### src/rtl/mem_pkg.sv
// Shared definitions for the MEM pipeline stage: access FSM states, wait-counter
// width and datapath widths.
package mem_pkg;

  localparam int unsigned AddrW    = 32;
  localparam int unsigned DataW    = 32;
  localparam int unsigned RegAddrW = 5;
  localparam int unsigned CntW     = 8;

  typedef enum logic [1:0] {
    StIdle  = 2'd0,
    StWait  = 2'd1,
    StAbort = 2'd2
  } mem_state_e;

  // Data memory is word addressed on the bus; byte offset bits are dropped.
  function automatic logic [AddrW-1:0] word_align(input logic [AddrW-1:0] addr);
    return {addr[AddrW-1:2], 2'b00};
  endfunction

endpackage

### src/rtl/mem_wb_reg.sv
// MEM/WB pipeline register. A bubble clears the write-back controls and holds the
// data fields; otherwise the register loads when enabled.
module mem_wb_reg
  import mem_pkg::*;
(
  input  logic                clk_i,
  input  logic                rst_i,
  input  logic                en_i,
  input  logic                bubble_i,
  input  logic                wreg_i,
  input  logic                m2reg_i,
  input  logic [DataW-1:0]    mo_i,
  input  logic [DataW-1:0]    alu_i,
  input  logic [RegAddrW-1:0] rn_i,
  output logic                wreg_o,
  output logic                m2reg_o,
  output logic [DataW-1:0]    mo_o,
  output logic [DataW-1:0]    alu_o,
  output logic [RegAddrW-1:0] rn_o
);

  logic                wreg_d, wreg_q;
  logic                m2reg_d, m2reg_q;
  logic [DataW-1:0]    mo_d, mo_q;
  logic [DataW-1:0]    alu_d, alu_q;
  logic [RegAddrW-1:0] rn_d, rn_q;

  // Next-state: bubble wins over enable so a stalled instruction never writes back.
  always_comb begin
    wreg_d  = wreg_q;
    m2reg_d = m2reg_q;
    mo_d    = mo_q;
    alu_d   = alu_q;
    rn_d    = rn_q;
    if (bubble_i) begin
      wreg_d  = 1'b0;
      m2reg_d = 1'b0;
    end else if (en_i) begin
      wreg_d  = wreg_i;
      m2reg_d = m2reg_i;
      mo_d    = mo_i;
      alu_d   = alu_i;
      rn_d    = rn_i;
    end
  end

  // Register state with asynchronous active-high reset.
  always_ff @(posedge clk_i or posedge rst_i) begin
    if (rst_i) begin
      wreg_q  <= 1'b0;
      m2reg_q <= 1'b0;
      mo_q    <= '0;
      alu_q   <= '0;
      rn_q    <= '0;
    end else begin
      wreg_q  <= wreg_d;
      m2reg_q <= m2reg_d;
      mo_q    <= mo_d;
      alu_q   <= alu_d;
      rn_q    <= rn_d;
    end
  end

  assign wreg_o  = wreg_q;
  assign m2reg_o = m2reg_q;
  assign mo_o    = mo_q;
  assign alu_o   = alu_q;
  assign rn_o    = rn_q;

endmodule

### src/rtl/mem_stage.sv
// MEM pipeline stage: data-memory handshake with wait-state timeout, branch
// resolution outputs, sticky error flags and the MEM/WB register.
// Optional feature macro: MEM_MISALIGN_TRAP_EN -- when defined, a misaligned
// access is dropped (no bus request, no stall), flagged in misalign_err and
// retired as a bubble. When undefined the address is word aligned and
// misalign_err is tied low.
module mem_stage
  import mem_pkg::*;
#(
  parameter int unsigned TIMEOUT = 255
) (
  input  logic                clk,
  input  logic                rst,
  input  logic                mwreg,
  input  logic                mm2reg,
  input  logic                mwmem,
  input  logic [DataW-1:0]    maluout,
  input  logic [DataW-1:0]    mdata_b,
  input  logic [RegAddrW-1:0] mrdrt,
  input  logic                mbranch,
  input  logic                mzero,
  input  logic [AddrW-1:0]    mpc,
  output logic                dmem_req,
  output logic                dmem_we,
  output logic [AddrW-1:0]    dmem_addr,
  output logic [DataW-1:0]    dmem_wdata,
  input  logic                dmem_ack,
  input  logic [DataW-1:0]    dmem_rdata,
  output logic                mem_stall,
  output logic                pcsrc,
  output logic [AddrW-1:0]    bpc,
  output logic                wwreg,
  output logic                wm2reg,
  output logic [DataW-1:0]    wmo,
  output logic [DataW-1:0]    walu,
  output logic [RegAddrW-1:0] wrn,
  output logic                bus_err,
  output logic                misalign_err
);

  localparam logic [CntW-1:0] TimeoutCnt = CntW'(TIMEOUT);

  mem_state_e      state_d, state_q;
  logic [CntW-1:0] cnt_d, cnt_q;
  logic            bus_err_d, bus_err_q;

  logic access;
  logic misalign;
  logic eff_access;
  logic in_abort;
  logic ack_vld;
  logic wb_en;
  logic wb_bubble;

  assign access   = mm2reg | mwmem;
  assign in_abort = (state_q == StAbort);

`ifdef MEM_MISALIGN_TRAP_EN
  assign misalign = access & (maluout[1:0] != 2'b00);
`else
  assign misalign = 1'b0;
`endif

  // A trapped misaligned access never reaches the bus.
  assign eff_access = access & ~misalign;

  // Branch resolution is purely combinational.
  assign pcsrc = mbranch & mzero;
  assign bpc   = mpc;

  // Bus outputs follow the held EXE/MEM inputs, so they stay stable while stalled.
  assign dmem_req   = eff_access & ~in_abort;
  assign dmem_we    = mwmem;
  assign dmem_addr  = word_align(maluout);
  assign dmem_wdata = mdata_b;

  // An ack without an outstanding request is meaningless.
  assign ack_vld = dmem_ack & dmem_req;

  assign mem_stall = eff_access & ~dmem_ack & ~in_abort;

  // Next-state logic for the access FSM, wait counter and bus-error flag.
  always_comb begin
    state_d   = state_q;
    cnt_d     = cnt_q;
    bus_err_d = bus_err_q;
    unique case (state_q)
      StIdle: begin
        if (eff_access && !ack_vld) begin
          state_d = StWait;
          cnt_d   = CntW'(1);
        end
      end
      StWait: begin
        if (!eff_access || ack_vld) begin
          state_d = StIdle;
          cnt_d   = '0;
        end else if (cnt_q == TimeoutCnt) begin
          state_d   = StAbort;
          cnt_d     = '0;
          bus_err_d = 1'b1;
        end else begin
          cnt_d = cnt_q + CntW'(1);
        end
      end
      StAbort: begin
        // One cycle to let the aborted instruction drain as a bubble.
        state_d = StIdle;
        cnt_d   = '0;
      end
      default: begin
        state_d = StIdle;
        cnt_d   = '0;
      end
    endcase
  end

  // FSM, counter and bus-error state with asynchronous active-high reset.
  always_ff @(posedge clk or posedge rst) begin
    if (rst) begin
      state_q   <= StIdle;
      cnt_q     <= '0;
      bus_err_q <= 1'b0;
    end else begin
      state_q   <= state_d;
      cnt_q     <= cnt_d;
      bus_err_q <= bus_err_d;
    end
  end

  assign bus_err = bus_err_q;

`ifdef MEM_MISALIGN_TRAP_EN
  logic misalign_err_d, misalign_err_q;

  // Sticky misalignment flag; only reset clears it.
  always_comb begin
    misalign_err_d = misalign_err_q;
    if (misalign && !in_abort) begin
      misalign_err_d = 1'b1;
    end
  end

  // Misalignment flag register.
  always_ff @(posedge clk or posedge rst) begin
    if (rst) begin
      misalign_err_q <= 1'b0;
    end else begin
      misalign_err_q <= misalign_err_d;
    end
  end

  assign misalign_err = misalign_err_q;
`else
  assign misalign_err = 1'b0;
`endif

  // Stalled, aborted and trapped instructions all retire as bubbles.
  assign wb_bubble = mem_stall | in_abort | misalign;
  assign wb_en     = ~wb_bubble;

  mem_wb_reg u_mem_wb_reg (
    .clk_i    (clk),
    .rst_i    (rst),
    .en_i     (wb_en),
    .bubble_i (wb_bubble),
    .wreg_i   (mwreg),
    .m2reg_i  (mm2reg),
    .mo_i     (dmem_rdata),
    .alu_i    (maluout),
    .rn_i     (mrdrt),
    .wreg_o   (wwreg),
    .m2reg_o  (wm2reg),
    .mo_o     (wmo),
    .alu_o    (walu),
    .rn_o     (wrn)
  );

endmodule
### config.mk
export PLATFORM = sky130hd
export DESIGN_NAME = mem_stage
export DESIGN_NICKNAME = d
export VERILOG_FILES = /design/src/rtl/mem_pkg.sv /design/src/rtl/mem_wb_reg.sv /design/src/rtl/mem_stage.sv
export SDC_FILE = /design/constraint.sdc
export NUM_CORES = 1
export LEC_CHECK = 0
export CAP_MARGIN = 20
export CORE_AREA = 2 2 121 123
export CTS_CLUSTER_DIAMETER = 30
export DETAILED_ROUTE_END_ITERATION = 6
export DIE_AREA = 0 0 123 125
export DONT_BUFFER_PORTS = 1
export PLACE_DENSITY = 0.42
export REMOVE_ABC_BUFFERS = 1
export SLEW_MARGIN = 5
export SYNTH_ARGS = -nofsm -noshare
export SYNTH_HDL_FRONTEND = slang
export SYNTH_HIERARCHICAL = 1
export SYNTH_SLANG_ARGS = --single-unit
### constraint.sdc
create_clock -name clk -period 7.05 [get_ports clk]
set_clock_uncertainty 0.2 [all_clocks]
set_input_delay 0.705 -clock clk [delete_from_list [all_inputs] [get_ports clk]]
set_output_delay 0.705 -clock clk [all_outputs]
set_load 0.03 [all_outputs]
### Yosys cells after proc, flatten, opt, wreduce, memory -nomap -nowiden

Index checks and enable logic that the tools add are counted.
W data, S select, Z words.

| word-level totals | value |
|---|---|
| flip-flop bits (word level) | 82 |
| input bits | 141 |
| output and inout port bits | 173 |
| bits in writable memories | 0 |
| bits in latches | 0 |
| word-level logic and storage cells | 41 |
| memory bits (read-only) | 0 |
| memories | 0 |

| cells by class | value |
|---|---|
| equal/unequal tests | 5 |
| $add $sub $neg | 1 |
| $mul | 0 |
| shifts and indexed selects | 0 |
| reduce and logical (&&, ||, !) cells | 7 |
| div/mod/pow operators | 0 |
| bitwise gates (word level) | 10 |
| muxes and demuxes | 10 |
| magnitude comparators | 0 |

Operators by type and width:

| operator | count |
|---|---|
| $mux W8 | 3 |
| $pmux W8 S2 | 1 |
| $add A8 B1 Y8 const B | 1 |
| $eq A8 B8 Y1 const B | 1 |
| $mux W2 | 3 |
| $and A1 B1 Y1 | 5 |
| $pmux W2 S2 | 1 |
| $ne A3 B3 Y1 const B | 1 |
| $not A1 Y1 | 3 |
| $reduce_and A3 Y1 | 1 |
| $eq A2 B1 Y1 const B | 1 |
| $eq A2 B2 Y1 const B | 1 |
| $logic_not A1 Y1 | 2 |
| $logic_not A2 Y1 | 1 |
| $mux W1 | 2 |
| $ne A2 B2 Y1 const B | 1 |
| $or A1 B1 Y1 | 2 |
| $reduce_and A2 Y1 | 1 |
| $logic_and A1 B1 Y1 | 1 |
| $logic_or A1 B1 Y1 | 1 |

### Longest topological paths before layout

Gate-level depths: netlist of run 1.

| logic depth | value |
|---|---|
| depth in word-level cells | 8 |
| depth in mapped cells | 8 |
| depth with buffers taken out | 5 |

### By module

The synthesis of run 1 kept the hierarchy.

By module, submodules not included:

| module | area each (um^2) | cells an instance | instances |
|---|---|---|---|
| mem_wb_reg | 2,716.4 | 154 | 1 |
| mem_stage | 1,360.1 | 165 | 1 |

### Worst setup path after synthesis of run 1

No wires, ideal clock.

| timing path | value |
|---|---|
| kind | in2reg |
| start point | input port mwmem |
| end point | register u_mem_wb_reg.alu_q[21] (netlist: u_mem_wb_reg/alu_o[21]) |
| required time | 6,725 ps |
| arrival | 2,247 ps |
| stages | 8 |
| path buffers | 3 |
| path slack | 4,478 ps |
| cell sequence | o21bai_1 o21ai_0 inv_1 nor2b_4 buf_6 buf_6 buf_12 mux2_4 |

| between the ends | value |
|---|---|
| longest elaborated chain between the ends | 4 |

Ends and longest elaborated chain:

| what | line | RTL |
|---|---|---|
| start, declared | mem_stage.sv:16 | `input logic mwmem,` |
| $or A1 B1 Y1 | mem_stage.sv:55 | `assign access = mm2reg \| mwmem;` |
| $and A1 B1 Y1 (2 in series) | mem_stage.sv:80 | `assign mem_stall = eff_access & ~dmem_ack & ~in_abort;` |
| $or A1 B1 Y1 | mem_stage.sv:159 | `assign wb_bubble = mem_stall \| in_abort \| misalign;` |
| via wb_bubble | mem_stage.sv:53 | `logic wb_bubble;` |
| end signal, assigned | mem_wb_reg.sv:59 | `alu_q <= alu_d;` |
| end, declared | mem_wb_reg.sv:25 | `logic [DataW-1:0] alu_d, alu_q;` |

The timed path passes the listed nets, and every way through them passes these cells.
A chain may end at the register's enable or synchronous reset.

### Worst setup path after layout of run 1

| timing path | value |
|---|---|
| start point | input port mwmem |
| end point | register u_mem_wb_reg.alu_q[10] (netlist: u_mem_wb_reg/alu_o[10]) |

Same word-level chain as after synthesis.

==> flow_summary.ini, run 1 <==
[sta]
slew_headroom = 0.361
worst_slew_pin_slew_ns = 0.959
hold_slack_ns = 0.0550
setup_violations = 0
fin_crit_sh = 0.414
setup_tns_ns = 0
final_max_slew_viol_count = 0
rsz0062_at_grt = no
fin_crit_ns = 2.92
fmax_mhz = 343
timing.final.hold_violations = 0

[floorplanning]
rows = 44
io-pin-count = 314
die_h_um = 125
die_area_mm2 = 0.0154
die_w_um = 123
core-area_mm2 = 0.0142
start_util = 0.287

[clock_network]
postCtsSetupBuffers = 0
htreeDepth = 3
clk_latency_ns = 0.33
ctsResizeCount = 0
path_clk_slew_ns = 0.06
cts_tree = done
cts.sinks = 82
cts_root_buf = clkbuf_16
cts_max_path_buffers = 2
cts_hold_repair.buffers = 0
cts_made_buffers = 9

[logic_synthesis]
yosys.area_share.simple = 0.0457
synthMuxAreaShare = 0.205
synth_async_sr_flop_share = 1.00
netlist_area_mm2 = 0.00408
synth_edf_count = 0
synth_cell_types = 34
synth_compound_area_frac = 0.0292
ys_top_cells_by_area = dfrtp_1 (50%), buf_4 (19%), mux2_2 (16%), mux2_4 (3.7%), nor2_1 (0.83%)
avgSynthCellArea_um2 = 12.8
ys_seq_area_frac = 0.503
synth_flop_cell = dfrtp_1
synth_xor_area_frac = 0.00645
ys_warn_count = 6
synth_top_family_by_area = buffers and inverters
synthAdderAreaFrac = 0.00307
synth_most_common_cell = buf_4
synth.ff_latch_count = 82
yosys.area.top_type = dfrtp_1
synth_commonest_cells = buf_4 (103), dfrtp_1 (82), mux2_2 (59)
synth_top_area_frac = 0.503
syn_inst = 319

[global_routing]
grt_max_degree = 72
grt_pass1_wl_um = 17800
grt_usage = 0.175
grt_pass1_vias = 2232
grt_overflow = 0
antenna_found_initial = 2

[finish]
post-route-util = 0.268
syn2layout_area_growth_pct = -6.60
nNetsFinal = 369
drive_gt1_frac = 0.401
final_area_mm2 = 0.00381
antenna_cells = 0
fin_cells = 416

[hold_path]
hp-class = in -> async

[placed_design]
post-dp-hpwl_um = 10400
io_buffers = 0
place_inst = 400
gp_routability_congestion = 0.719
place_area_mm2 = 0.00351

[drt]
top_layer_used = met5
vias_per_cell = 4.69
remaining_drc_errors = 0
routedWlPerCell_um = 31.6
routed-via-count = 1951
drt_iter0_drc = 96
wl_um = 13100
final_antenna_net_count = 0
wl_met1_um = 4890
met3_length_um = 3540
drt_first_pass_iters = 4
wl_met2_um = 4440

[run_status]
outcome = complete, no violations

[power_and_ir_drop]
power_leakage_uw = 0.00165
ir_worst_vdd_v = 0.000102
powerDensity_mw_per_mm2 = 340

[critical_path]
critPathCaptureType = flop
cp-start-kind = input port
cp_data_required_time_ns = 7.07
worstPathMaxFanout = 69
cp.arrival_ns = 2.93
worstSetupPathType = in -> reg

[flow_run]
maxCapViolCount = 0
[registers in the layout, indices dropped and copies added, names as in the netlist]
signal / count
state_q: 2
u_mem_wb_reg/rn_o: 5
u_mem_wb_reg/mo_o: 32
u_mem_wb_reg/m2reg_o: 1
u_mem_wb_reg/wreg_o: 1
bus_err: 1
u_mem_wb_reg/alu_o: 32
cnt_q: 8
[stage by stage]
step                worst slack [ns]  total power [uW]
finish                          4.13              1290
global route                    3.89              1360
detailed placement              3.77               839
CTS                             4.14              1320
global placement                3.85               837
floorplan                       3.69               798
[layer usage]
metal,GRT usage,up-vias
li1,-,782
met1,0.200,895
met2,0.185,250
met3,0.220,20
met4,0.0595,4
met5,0.0329,-
[cell type report]
class | instances | area [um^2]
multi-input cells | 126 | 1190
clock buffers | 11 | 243
clock inverters | 5 | 53.8
well taps | 184 | 230
flip-flops and latches | 82 | 2050
repair buffers | 2 | 15.0
fillers | 1502 | 10400
inverters | 6 | 23.8
[cells in the final DEF, fill, tap and decap left out, types with 2 or more instances in the layout]
cell	n
and3_1	2
mux2_2	59
and2_1	2
mux2i_1	2
o21ai_1	3
xnor2_1	2
nor3b_1	3
clkbuf_16	9
and4_1	2
conb_1	3
a21o_1	3
clkinv_2	4
nand3_1	5
mux2_4	10
nor2_1	9
nand2_1	4
dfrtp_1	82
buf_4	2
o21ai_0	4
inv_1	5
[cell families (layout without fill, tap and decap cells)]
| kind of cell | Yosys count | after routing |
|---|---|---|
| compound gates | 16 | 16 |
| mux | 71 | 71 |
| flops | 82 | 82 |
| other cells | 1 | 3 |
| buf+inv | 113 | 24 |
| fa+ha+maj | 1 | 1 |
| simple gates | 32 | 32 |
| xor+xnor | 3 | 3 |
[path summary, 6_finish.rpt]
check,endpoint,startpoint,slack (ns),cells past startpoint
worst max-delay path,u_mem_wb_reg/alu_o[10]$_DFFE_PP0P_,mwmem,4.13,6
worst min-delay path,cnt_q[2]$_DFFE_PP0P_,rst,0.05,1
worst max register to register,u_mem_wb_reg/alu_o[10]$_DFFE_PP0P_,state_q[1]$_DFFE_PP0P_,4.30,6
worst min register to register,cnt_q[2]$_DFFE_PP0P_,state_q[1]$_DFFE_PP0P_,0.30,1
max in group asynchronous,u_mem_wb_reg/mo_o[9]$_DFFE_PP0P_,rst,5.69,2
min in group clk,cnt_q[2]$_DFFE_PP0P_,state_q[1]$_DFFE_PP0P_,0.30,1
[report_power, final]
group	total [uW]	internal (uW)	switching (uW)
Combinational	115	65.7	49.1
Clock	468	283	185
Sequential	712	532	179
[critical path, cell delays in order]
cell	delay, ns
o21bai_1	0.33
o21ai_0	0.33
inv_1	0.21
nor2b_4	0.15
buf_4	0.70
mux2_2	0.42
Power figures use the tool's default switching activity.
==> inputs of run 2 (changes only) <==
--- a/config.mk
+++ b/config.mk
@@ -6,12 +6,12 @@
 export NUM_CORES = 1
 export LEC_CHECK = 0
 export CAP_MARGIN = 20
-export CORE_AREA = 2 2 121 123
+export CORE_AREA = 2 2 122 124
 export CTS_CLUSTER_DIAMETER = 30
 export DETAILED_ROUTE_END_ITERATION = 6
-export DIE_AREA = 0 0 123 125
+export DIE_AREA = 0 0 124 126
 export DONT_BUFFER_PORTS = 1
-export PLACE_DENSITY = 0.42
+export PLACE_DENSITY = 0.41
 export REMOVE_ABC_BUFFERS = 1
 export SLEW_MARGIN = 5
 export SYNTH_ARGS = -nofsm -noshare
==> constraint.sdc (replaced) <==
create_clock -name clk -period 2.8 [get_ports clk]
set_clock_uncertainty 0.2 [all_clocks]
set_input_delay 0.28 -clock clk [delete_from_list [all_inputs] [get_ports clk]]
set_output_delay 0.28 -clock clk [all_outputs]
set_load 0.03 [all_outputs]
==> run 2 against run 1 <==
Effect of this change: register-to-register slack got worse by 3.8 ns; critical endpoint is now u_mem_wb_reg/alu_o[21]$_DFFE_PP0P_; die area is 1.6% higher; hold slack improved by 0.044 ns; clock power rose by 140%; sequential cell count did not move; cell area up 20%; combinational power grew to 3.3 times the previous value.
==> flow_summary.ini, run 2 (synthesis gave the netlist of run 1 again) <==
[global_routing]
grt_use_met1 = 0.168
grt_overflow = 0
grt_usage = 0.167
grt_pass1_vias = 2389
grtUsageMet3 = 0.224
top_usage_layer = met3
grt_max_degree = 39
grt.met2_usage = 0.187
antenna_found_initial = 0
grt_pass1_wl_um = 17500

[flow_run]
maxCapViolCount = 0

[drt]
remaining_drc_errors = 0
drt_iter0_drc = 161
routedWlPerCell_um = 26.7
drt_first_pass_iters = 5
final_antenna_net_count = 0
routed-via-count = 2310
vias_per_cell = 4.71
wl_um = 13100

[finish]
final_common_cell = dfrtp_1
drive_gt1_frac = 0.307
syn2layout_area_growth_pct = 11.8
post-route-util = 0.318
nFillCells = 1428
nNetsFinal = 443
antenna_cells = 0
layout_common_cells = dfrtp_1 (82), dlygate4sd3_1 (72), mux2_2 (59)

[critical_path]
rrSetupSlack_ns = 0.48
worstPathMaxFanout = 38
path_cells = inv_1 > o21ai_0 > inv_1 > nor2b_4 > buf_12 > mux2_4
regToRegEndpoint = u_mem_wb_reg/alu_o[21]$_DFFE_PP0P_
cp.arrival_ns = 2.33
cp-start-kind = flop
slowest_delay_ns = 0.54
cp_data_required_time_ns = 2.82
cp-endpoint = u_mem_wb_reg/alu_o[21]$_DFFE_PP0P_
worstSetupPathType = reg -> reg
cp.depth = 6
cpLargestDelayFamily = buffers and inverters
crit_path_top_delay_cell = o21ai_0
r2r_cells = 6
crit_path_start = state_q[1]$_DFFE_PP0P_
critPathCaptureType = flop
crit_top_cell = inv_1
worstReg2RegStart = state_q[1]$_DFFE_PP0P_
critPathBufInv = 3

[placed_design]
gp_routability_congestion = 0.812
post-dp-hpwl_um = 10000
io_buffers = 0

[sta]
rsz0062_at_grt = no
fmax_mhz = 432
slew_headroom = 0.553
hold_slack_ns = 0.0993
fin_crit_ns = 2.32
setup_violations = 0
fin_crit_sh = 0.827
worst_slew_pin_slew_ns = 0.670
final_max_slew_viol_count = 0
setup_tns_ns = 0
timing.final.hold_violations = 0

[power_and_ir_drop]
clockPowerShare = 0.336
p_sw_frac = 0.324
powerDensity_mw_per_mm2 = 716
comb_power_share = 0.118
internal_power_uw = 2210
netSwitchingPower_uw = 1060
power_leakage_uw = 0.00195
ir_worst_vdd_v = 0.000329
power_uw = 3260
seq_power_share = 0.546

[floorplanning]
die_h_um = 126
start_util = 0.285
io-pin-count = 314
rows = 44
die_w_um = 124
core-area_mm2 = 0.0143
die_area_mm2 = 0.0156

[clock_network]
cts.sinks = 82
cts_root_buf = clkbuf_16
cts_hold_repair.buffers = 72
postCtsSetupBuffers = 0
htreeDepth = 3
cts_max_path_buffers = 2
cts_made_buffers = 9
ctsResizeCount = 0
clk_latency_ns = 0.34
cts_tree = done
path_clk_slew_ns = 0.06

[hold_path]
hp-class = in -> reg

[run_status]
outcome = complete, no violations
-- run 2: cell types whose count changed in the layout (fill, tap and decap cells not counted), sizes merged --
cell | previous run | this run
bufinv | 1 | 0
dlygate4sd3 | 0 | 72
buf | 2 | 4
clkinvlp | 0 | 3
clkbuf | 11 | 12
clkinv | 5 | 2
-- run 2: final cells by class --
| type | instances | area, um^2 | share of cell area |
|---|---|---|---|
| Sequential cell | 82 | 2050 | 0.450 |
| Multi-Input combinational cell | 126 | 1190 | 0.261 |
| Timing Repair Buffer | 76 | 788 | 0.173 |
| Clock buffer | 12 | 246 | 0.0541 |
| Tap cell | 184 | 230 | 0.0505 |
| Clock inverter | 4 | 27.5 | 0.00604 |
| Inverter | 6 | 23.8 | 0.00522 |
-- run 2: power groups by stage --
stage	Sequential [uW]	Combinational (uW)	Clock, uW
floorplan	1760	255	0
global placement	1810	299	0
detailed placement	1810	308	0
CTS	1790	390	1150
global route	1810	421	1200
finish	1780	383	1100
-- run 2: metrics by stage --
step,worst slack (ns),cells,cell area [um^2]
5_1_grt,0.367,490,4560
6_report,0.484,490,4560
4_1_cts,0.484,490,4560
3_3_place_gp,0.592,402,3560
2_1_floorplan,-0.131,214,3260
3_5_place_dp,0.512,402,3560
-- run 2: routing by layer --
layer	share of wire	vias up
met1	0.33	1088
met5	0.019	-
met3	0.28	20
li1	-	932
met4	0.016	6
met2	0.35	264
-- run 2: worst min-delay path by stage --
stage / from / end / slack, ns / cells after the start
floorplan: rst / bus_err$_DFFE_PP0P_ / -0.07 / 1
global placement: rst / cnt_q[2]$_DFFE_PP0P_ / 0.03 / 1
detailed placement: rst / bus_err$_DFFE_PP0P_ / 0.02 / 1
CTS: dmem_ack / state_q[0]$_DFFE_PP0P_ / 0.07 / 3
global route: dmem_ack / state_q[0]$_DFFE_PP0P_ / 0.09 / 3
finish: mm2reg / cnt_q[6]$_DFFE_PP0P_ / 0.1 / 2
